<file path="src/rtl/mem_arbiter_rr.sv">
// Round-robin memory-port arbiter: master 0 has priority and may preempt the others; masters 1..N-1 share the port round-robin.
// Define ARB_STARVE_MON_EN to build per-master wait counters that drive the sticky starve_err_o flag.
module mem_arbiter_rr #(
    parameter int N_MASTERS    = 3,
    parameter int MAX_HOLD     = 2,
    parameter int CNT_W        = 16,
    parameter int STARVE_LIMIT = 16,
    localparam int IDX_W       = (N_MASTERS > 1) ? $clog2(N_MASTERS) : 1
) (
    input  logic                 clk,
    input  logic                 reset,
    input  logic [N_MASTERS-1:0] req_i,
    input  logic [N_MASTERS-1:0] done_i,
    output logic [N_MASTERS-1:0] grant_o,
    output logic [IDX_W-1:0]     gnt_idx_o,
    output logic                 busy_o,
    output logic                 preempt_o,
    output logic [CNT_W-1:0]     nb_interrupts_o,
    output logic                 starve_err_o
);

    localparam int HOLD_W = $clog2(MAX_HOLD);

    if (N_MASTERS < 2 || N_MASTERS > 8) begin : gBadMasters
        $error("mem_arbiter_rr: N_MASTERS must be 2..8");
    end
    if (MAX_HOLD < 2) begin : gBadHold
        $error("mem_arbiter_rr: MAX_HOLD must be at least 2");
    end
    if (STARVE_LIMIT < 1) begin : gBadLimit
        $error("mem_arbiter_rr: STARVE_LIMIT must be at least 1");
    end

    typedef enum logic {IDLE, GRANT} state_e;

    state_e                 state_q, state_d;
    logic [N_MASTERS-1:0]   grant_q, grant_d;
    logic [IDX_W-1:0]       idx_q, idx_d;
    logic [IDX_W-1:0]       rr_q, rr_d;
    logic [HOLD_W-1:0]      hold_q, hold_d;
    logic                   pgrant_q, pgrant_d;
    logic                   preempt_q, preempt_d;
    logic [CNT_W-1:0]       cnt_q, cnt_d;

    logic                   holderDone;
    logic                   atLimit;
    logic                   bounded;
    logic                   releaseEv;
    logic                   preemptEv;
    logic                   arbitrate;
    logic [N_MASTERS-1:0]   eligible;
    logic                   winValid;
    logic [IDX_W-1:0]       winIdx;
    logic [IDX_W:0]         rrSum;

    // Only the granted master's done bit matters, so masking by the one-hot grant is enough.
    assign holderDone = (state_q == GRANT) && |(done_i & grant_q);
    assign atLimit    = (hold_q == HOLD_W'(MAX_HOLD - 1));
    assign bounded    = (idx_q != '0) || pgrant_q;
    assign releaseEv  = (state_q == GRANT) && (holderDone || (bounded && atLimit));
    assign preemptEv  = (state_q == GRANT) && (idx_q != '0) && !holderDone && req_i[0] && !atLimit;
    assign arbitrate  = (state_q == IDLE) || releaseEv;
    assign eligible   = req_i & ~(releaseEv ? grant_q : '0);

    always_comb begin
        winValid = 1'b0;
        winIdx   = '0;
        rrSum    = '0;
        if (eligible[0]) begin
            winValid = 1'b1;
        end else begin
            for (int off = 0; off < N_MASTERS - 1; off++) begin
                rrSum = {1'b0, rr_q} + (IDX_W + 1)'(off);
                if (rrSum > (IDX_W + 1)'(N_MASTERS - 1)) begin
                    rrSum = rrSum - (IDX_W + 1)'(N_MASTERS - 1);
                end
                if (!winValid && eligible[rrSum[IDX_W-1:0]]) begin
                    winValid = 1'b1;
                    winIdx   = rrSum[IDX_W-1:0];
                end
            end
        end
    end

    always_ff @(posedge clk or posedge reset) begin
        if (reset) begin
            state_q   <= IDLE;
            grant_q   <= '0;
            idx_q     <= '0;
            rr_q      <= IDX_W'(1);
            hold_q    <= '0;
            pgrant_q  <= 1'b0;
            preempt_q <= 1'b0;
            cnt_q     <= '0;
        end else begin
            state_q   <= state_d;
            grant_q   <= grant_d;
            idx_q     <= idx_d;
            rr_q      <= rr_d;
            hold_q    <= hold_d;
            pgrant_q  <= pgrant_d;
            preempt_q <= preempt_d;
            cnt_q     <= cnt_d;
        end
    end

    always_comb begin
        state_d = state_q;
        case (state_q)
            IDLE:    state_d = winValid ? GRANT : IDLE;
            GRANT: begin
                if (preemptEv) begin
                    state_d = GRANT;
                end else if (releaseEv) begin
                    state_d = winValid ? GRANT : IDLE;
                end
            end
            default: state_d = IDLE;
        endcase
    end

    always_comb begin
        grant_d   = grant_q;
        idx_d     = idx_q;
        rr_d      = rr_q;
        hold_d    = hold_q;
        pgrant_d  = pgrant_q;
        preempt_d = 1'b0;
        cnt_d     = cnt_q;
        if (preemptEv) begin
            grant_d   = N_MASTERS'(1);
            idx_d     = '0;
            hold_d    = '0;
            pgrant_d  = 1'b1;
            preempt_d = 1'b1;
            cnt_d     = (cnt_q == '1) ? cnt_q : cnt_q + CNT_W'(1);
        end else if (arbitrate) begin
            hold_d   = '0;
            pgrant_d = 1'b0;
            if (winValid) begin
                grant_d = N_MASTERS'(1) << winIdx;
                idx_d   = winIdx;
                if (winIdx != '0) begin
                    rr_d = (winIdx == IDX_W'(N_MASTERS - 1)) ? IDX_W'(1) : winIdx + IDX_W'(1);
                end
            end else begin
                grant_d = '0;
                idx_d   = '0;
            end
        end else if (!atLimit) begin
            // An unbounded master-0 grant parks its counter at the limit instead of wrapping.
            hold_d = hold_q + HOLD_W'(1);
        end
    end

    assign grant_o         = grant_q;
    assign gnt_idx_o       = idx_q;
    assign busy_o          = (state_q == GRANT);
    assign preempt_o       = preempt_q;
    assign nb_interrupts_o = cnt_q;

`ifdef ARB_STARVE_MON_EN
    localparam int WAIT_W = $clog2(STARVE_LIMIT + 1);

    logic [WAIT_W-1:0] wait_q [N_MASTERS];
    logic [WAIT_W-1:0] wait_d [N_MASTERS];
    logic              starve_q, starve_d;

    always_comb begin
        starve_d = starve_q;
        for (int i = 0; i < N_MASTERS; i++) begin
            if (wait_q[i] == WAIT_W'(STARVE_LIMIT)) begin
                starve_d = 1'b1;
            end
            if (req_i[i] && !grant_q[i]) begin
                wait_d[i] = (wait_q[i] == WAIT_W'(STARVE_LIMIT)) ? wait_q[i] : wait_q[i] + WAIT_W'(1);
            end else begin
                wait_d[i] = '0;
            end
        end
    end

    always_ff @(posedge clk or posedge reset) begin
        if (reset) begin
            starve_q <= 1'b0;
            for (int i = 0; i < N_MASTERS; i++) begin
                wait_q[i] <= '0;
            end
        end else begin
            starve_q <= starve_d;
            for (int i = 0; i < N_MASTERS; i++) begin
                wait_q[i] <= wait_d[i];
            end
        end
    end

    assign starve_err_o = starve_q;
`else
    assign starve_err_o = 1'b0;
`endif

endmodule

</file>
<file path="config.mk">
export PLATFORM = sky130hd
export DESIGN_NAME = mem_arbiter_rr
export DESIGN_NICKNAME = d
export VERILOG_FILES = /design/src/rtl/mem_arbiter_rr.sv
export SDC_FILE = /design/constraint.sdc
export NUM_CORES = 1
export LEC_CHECK = 0
export CAP_MARGIN = 5
export CORE_MARGIN = 1.5
export CORE_UTILIZATION = 43
export DETAILED_ROUTE_END_ITERATION = 6
export HOLD_SLACK_MARGIN = 0.06
export PLACE_DENSITY = 0.83
export SETUP_SLACK_MARGIN = 0.3
export SYNTH_ARGS = -nofsm -noshare
export SYNTH_HDL_FRONTEND = slang
export SYNTH_SLANG_ARGS = --single-unit
export TNS_END_PERCENT = 10
</file>
<file path="constraint.sdc">
create_clock -name clk -period 2 [get_ports clk]
set_input_delay 0.2 -clock clk [delete_from_list [all_inputs] [get_ports clk]]
set_output_delay 0.2 -clock clk [all_outputs]
set_load 0.03 [all_outputs]
</file>
==> results.py, run 1 <==
metrics = {
    "synthesis": {
        "ys_types": 39,
        "async_flop_share": 1.000,
        "synth_edf_count": 0,
        "yosysWarnings": 0,
        "synth_area_mm2": 0.001276,
        "syn_inst": 118,
        "syn_nets": 127,
        "yosysSeqAreaShare": 0.5304,
        "synthFlopType": "dfrtp_1",
        "synth_seq_cells": 27,
        "synth_area_per_cell_um2": 10.82,
    },
    "run_status": {
        "status": "complete, no violations",
    },
    "floorplanning": {
        "start_util": 0.4588,
        "fp.dieH_um": 57.48,
        "core-area_mm2": 0.002781,
        "rows": 19,
        "fp.dieW_um": 57.48,
        "io_pins": 32,
        "die-area_mm2": 0.003304,
    },
    "pwr": {
        "p_per_area_mw_per_mm2": 1107,
        "leakage_uw": 0.0008115,
        "ir_drop_uv": 1015,
    },
    "worst_hold_path": {
        "hold_path_class": "in2async",
    },
    "worst_setup_path": {
        "critPathArrivalTime_ns": 2.04,
        "cp-start-kind": "register",
        "critPathSlowestCell": "dfrtp_1",
        "path_cells": "ha_1 > and3_2 > nand4_1 > o211ai_1 > buf_4 > nor3_4 > xor2_1",
        "cp_slowest_stage_delay_ns": 0.46,
        "r2r-start": "nb_interrupts_o[0]$_DFFE_PP0P_",
        "r2r_slack_ns": 0.18,
        "crit_type": "reg2reg",
        "worstPathRequired_ns": 2.21,
        "crit_fanout": 5,
        "end_kind": "register",
        "critical_path.startpoint": "nb_interrupts_o[0]$_DFFE_PP0P_",
    },
    "final_layout": {
        "n_fill_cell": 235,
        "insertedDiodeCount": 0,
        "syn2layout_area_growth_pct": 38.43,
        "final_cell_mix": "clkdlybuf4s50_1, dfrtp_1, nand2_1",
        "final_common_cell": "clkdlybuf4s50_1",
        "fin_nets": 168,
        "drive_gt1_frac": 0.2152,
    },
    "global_route": {
        "grtUsageMet1": 0.2437,
        "use_met2": 0.3279,
        "grtUsageMet3": 0.02494,
        "grt.busiest_layer": "met2",
        "grtUsageTotal": 0.1930,
        "antenna_found_initial": 0,
        "grt_max_degree": 17,
        "grt_pass1_vias": 1086,
        "grt_pass1_wl_mm": 4.919,
        "grt-ovfl-total": 0,
    },
    "clocking": {
        "cts_root_buffer": "clkbuf_4",
        "cts_max_level": 1,
        "cts_buffer_depth": 2,
        "postCtsHoldBufs": 0,
        "clock-sinks": 27,
        "cts_tree": "done",
        "path_clk_slew_ns": 0.14,
        "clock_latency_ns": 0.31,
        "cts_buffers": 3,
    },
    "run": {
        "max_cap_violations": 0,
    },
    "detailed_routing": {
        "viasPerCell": 5.381,
        "drt_iter0_markers": 23,
        "wire_per_inst_um": 15.31,
        "route.vias.total": 1017,
        "drc_errors": 0,
        "dr.pass1.iters": 4,
        "routed_wl_mm": 2.894,
        "ant_nets": 0,
    },
    "place": {
        "dp.final_hpwl_mm": 2.033,
        "port_buffers": 30,
        "gp_congestion": 0.8421,
    },
    "sta": {
        "hold_violations": 0,
        "rsz0062_at_grt": "true",
        "fmax_mhz": 548.9,
        "finalSetupViolCount": 0,
        "period_needed_ns": 1.822,
        "setup_tns_ns": 0,
        "holdWs_ns": 0.1596,
        "period_share": 0.9109,
        "finalMaxSlewViolations": 0,
        "skew_ns": 0.008720,
    },
}
==> final cells by class <==
| cell class | count | area (um2) | area share |
|---|---|---|---|
| inverter | 4 | 15.01 | 0.008499 |
| timing repair buffer | 39 | 371.6 | 0.2103 |
| tap | 31 | 38.79 | 0.02195 |
| clock buffer | 4 | 26.28 | 0.01487 |
| sequential | 27 | 679.4 | 0.3846 |
| multi-input combinational | 84 | 635.6 | 0.3598 |
==> Yosys cell counts (2+ instances only) <==
library cell | count | share of area
dfrtp_1 | 26 | 0.51
a32o_1 | 2 | 0.016
xnor2_1 | 8 | 0.055
nand3_1 | 5 | 0.020
nor2_1 | 5 | 0.015
nor3_1 | 3 | 0.012
o211ai_1 | 2 | 0.012
o21ai_0 | 2 | 0.0078
a31oi_1 | 2 | 0.0098
and3_1 | 5 | 0.025
a21oi_1 | 2 | 0.0078
nand2b_1 | 2 | 0.0098
xor2_1 | 6 | 0.041
nand4_1 | 4 | 0.020
nand2_1 | 15 | 0.044
and3_2 | 2 | 0.012
inv_1 | 4 | 0.012
and4_1 | 2 | 0.014
==> report_power, final <==
part           leakage (uW)  internal, uW  total, uW  switching (uW)
registers          0.000346           681        838             156
clock network     0.0000150          77.8        227             149
logic              0.000451           420        892             472
==> worst max-delay path, delay by kind of cell (launching register included) <==
kind,cells,cell delay [ns]
xor gates and xnor gates,1,0.16
and+or+nand+nor,3,0.43
AOI/OAI and AO/OA,1,0.22
adders and majority gates,1,0.24
DFF,1,0.46
buffers and inverters,1,0.22
==> state kept, by name, summed over array words and instances (netlist names) <==
| name | count |
|---|---|
| rr_q | 2 |
| preempt_o | 1 |
| gnt_idx_o | 2 |
| busy_o | 1 |
| atLimit | 1 |
| grant_o | 3 |
| pgrant_q | 1 |
| nb_interrupts_o | 16 |
==> layer usage <==
| layer | part of all wire | routed length [um] |
|---|---|---|
| met4 | 0.0048 | 14 |
| met5 | 0 | 0 |
| met2 | 0.52 | 1511 |
| met3 | 0.042 | 121 |
| met1 | 0.43 | 1246 |
==> stage by stage <==
stage / area [um2] / instances / worst slack [ns] / power, uW / util
global route: 1767 / 189 / 0.06338 / 2090 / 0.6352
finish: 1767 / 189 / 0.1783 / 1956 / 0.6352
global placement: 1637 / 181 / -0.05323 / 1612 / 0.5884
detailed placement: 1637 / 181 / -0.1712 / 1657 / 0.5884
CTS: 1713 / 188 / 0.2073 / 1930 / 0.6158
floorplan: 1282 / 118 / -0.02317 / 1344 / -
==> cell families after synthesis <==
group / share of synthesized area
AO/OA/AOI/OAI: 0.1088
flip-flops: 0.5304
multiplexers: 0.01667
buffers and inverters: 0.02941
XOR/XNOR: 0.1088
other: 0.002938
AND/OR/NAND/NOR: 0.1931
adder cells (fa/ha/maj): 0.009802
==> timing repair <==
| item | 4_1_cts | 5_1_grt |
|---|---|---|
| pin swaps | 4 | 7 |
| setup buffers | 3 | 1 |
| endpoints found under the setup margin | 25 | 39 |
| resized for setup | 8 | 11 |
==> path summary, 6_finish.rpt <==
kind / endpoint / cells after the start
min in group clk: rr_q[0]$_DFFE_PP1P_ / 1
max: nb_interrupts_o[15]$_DFFE_PP0P_ / 7
max reg2reg: nb_interrupts_o[15]$_DFFE_PP0P_ / 7
max in group asynchronous: nb_interrupts_o[1]$_DFFE_PP0P_ / 3
min: pgrant_q$_DFFE_PP0N_ / 2
min reg2reg: rr_q[0]$_DFFE_PP1P_ / 1
(Power assumes the default switching activity.)
==> run 2, diff against run 1 <==
PLACE_DENSITY = 0.71   (was 0.83)
==> run 2 against run 1 <==
  * Core utilization decreased by 0.81 points
  * Wire length shrank 6.3%
  * Die area unchanged
  * Non-clock buffer count grew 1
  * Final cell count grew 0.53%
  * Sequential power barely moved
  * Clock-buffer cell count fell by 1
  * Register-to-register slack about the same
  * Clock power up 5%
  * Power shrank 0.53%
  * Global-route usage down 1.3 points
==> results.py, run 2 (synthesis gave the netlist of run 1 again) <==
metrics = {
    "pwr": {
        "p_clk_frac": 0.123,
        "p_per_area_mw_per_mm2": 1116,
        "leakage_uw": 0.0007955,
        "swShare": 0.3992,
        "p_seq_frac": 0.429,
        "ir_drop_uv": 1112,
        "internal_power_uw": 1169,
        "pwr-share-comb": 0.448,
        "power_switching_uw": 776.9,
    },
    "global_route": {
        "grt_max_degree": 17,
        "grt_pass1_wl_mm": 4.623,
        "antenna_found_initial": 0,
        "grtUsageMet3": 0.02948,
        "grtUsageMet1": 0.2595,
        "grtUsageTotal": 0.1797,
        "grt.busiest_layer": "met2",
        "use_met2": 0.2630,
        "grt_pass1_vias": 1021,
        "grt-ovfl-total": 0,
    },
    "sta": {
        "finalSetupViolCount": 0,
        "finalMaxSlewViolations": 0,
        "worst_slack_ns": 0.1886,
        "period_share": 0.9057,
        "fmax_mhz": 552.1,
        "slew_headroom": 0.6575,
        "holdWs_ns": 0.1882,
        "rsz0062_at_grt": "true",
        "hold_violations": 0,
        "worstMarginPinSlew_ns": 0.5132,
        "skew_ns": 0.008269,
        "period_needed_ns": 1.811,
    },
    "run_status": {
        "status": "complete, no violations",
    },
    "worst_hold_path": {
        "hold_path_class": "in2async",
    },
    "place": {
        "placed_area_mm2": 0.001644,
        "preCtsSetupSlack_ns": -0.08811,
        "dp_cells": 182,
        "gp_congestion": 0.7816,
        "dp.final_hpwl_mm": 2.030,
        "port_buffers": 30,
    },
    "detailed_routing": {
        "routed_wl_mm": 2.712,
        "wire_per_inst_um": 14.27,
        "drt_iter0_markers": 24,
        "route.vias.total": 1030,
        "drc_errors": 0,
        "viasPerCell": 5.421,
        "ant_nets": 0,
        "dr.pass1.iters": 4,
    },
    "floorplanning": {
        "core-area_mm2": 0.002781,
        "start_util": 0.4588,
        "rows": 19,
        "io_pins": 32,
        "die-area_mm2": 0.003304,
        "fp.dieW_um": 57.48,
        "fp.dieH_um": 57.48,
    },
    "final_layout": {
        "fin_area_mm2": 0.001744,
        "final_cell_mix": "clkdlybuf4s50_1, dfrtp_1, nand2_1",
        "syn2layout_area_growth_pct": 36.67,
        "utilization": 0.6271,
        "insertedDiodeCount": 0,
        "final_common_cell": "clkdlybuf4s50_1",
        "drive_gt1_frac": 0.1950,
        "stdcell_count": 190,
        "largest_register_ffs": 16,
        "fin_nets": 169,
    },
    "clocking": {
        "cts_buffers": 3,
        "cts_root_buffer": "clkbuf_4",
        "clock-sinks": 27,
        "path_clk_slew_ns": 0.15,
        "cts_max_level": 1,
        "cts_tree": "done",
        "cts_buffer_depth": 2,
        "clock_latency_ns": 0.32,
        "postCtsHoldBufs": 0,
    },
    "run": {
        "max_cap_violations": 0,
    },
    "worst_setup_path": {
        "worstPathRequired_ns": 2.22,
        "crit_fanout": 5,
        "crit_type": "reg2reg",
        "cp-start-kind": "register",
        "critPathArrivalTime_ns": 2.03,
        "end_kind": "register",
    },
}
==> run 2: cell type report <==
| type | instances | area (um2) |
|---|---|---|
| Inverter | 4 | 15.01 |
| Multi-Input combinational cell | 84 | 606.8 |
| Timing Repair Buffer | 40 | 374.1 |
| Sequential cell | 27 | 679.4 |
| Clock inverter | 1 | 7.507 |
| Fill cell | 237 | 1037 |
| Clock buffer | 3 | 22.52 |
| Tap cell | 31 | 38.79 |
==> run 2: metal layers <==
layer,wire (um),vias up
li1,-,503
met1,1317,503
met4,33,0
met3,79,4
met2,1281,20
met5,0,-
==> run 2: worst max-delay path, cell delays in order (launching register included) <==
cell and delay (ns):
dfrtp_2 0.44, a222oi_1 0.43, o2111a_2 0.32, o211ai_1 0.09
buf_4 0.18, buf_4 0.14, xnor2_1 0.11
==> run 2: per-stage QoR <==
step           setup TNS, ns  power, uW
2_1_floorplan       -0.03448       1344
3_3_place_gp         -0.2364       1656
3_5_place_dp         -0.4410       1679
4_1_cts                    0       1960
5_1_grt                    0       2072
6_report                   0       1946
==> run 2: power groups by stage <==
stage | Clock, uW | Sequential [uW] | Combinational [uW]
floorplan | 0 | 980 | 364
global placement | 0 | 839 | 817
detailed placement | 0 | 845 | 834
CTS | 253 | 830 | 876
global route | 276 | 854 | 942
finish | 239 | 835 | 872
==> run 2: final timing paths <==
check | from | end | slack [ns] | depth (start not counted)
worst max-delay path | grant_o[1]$_DFFE_PP0N_ | nb_interrupts_o[5]$_DFFE_PP0P_ | 0.19 | 6
worst min-delay path | reset | grant_o[0]$_DFFE_PP0N_ | 0.19 | 2
worst max register to register | grant_o[1]$_DFFE_PP0N_ | nb_interrupts_o[5]$_DFFE_PP0P_ | 0.19 | 6
worst min register to register | nb_interrupts_o[8]$_DFFE_PP0P_ | nb_interrupts_o[8]$_DFFE_PP0P_ | 0.52 | 1
max in group asynchronous | reset | nb_interrupts_o[10]$_DFFE_PP0P_ | 1.23 | 3
min in group clk | req_i[1] | busy_o$_DFF_PP0_ | 0.49 | 3
==> run 2: repair_timing <==
action | CTS | global route
endpoints found under the setup margin | 29 | 37
buffers inserted | 4 | 0
gates resized for setup | 8 | 4
pin swaps | 5 | 3
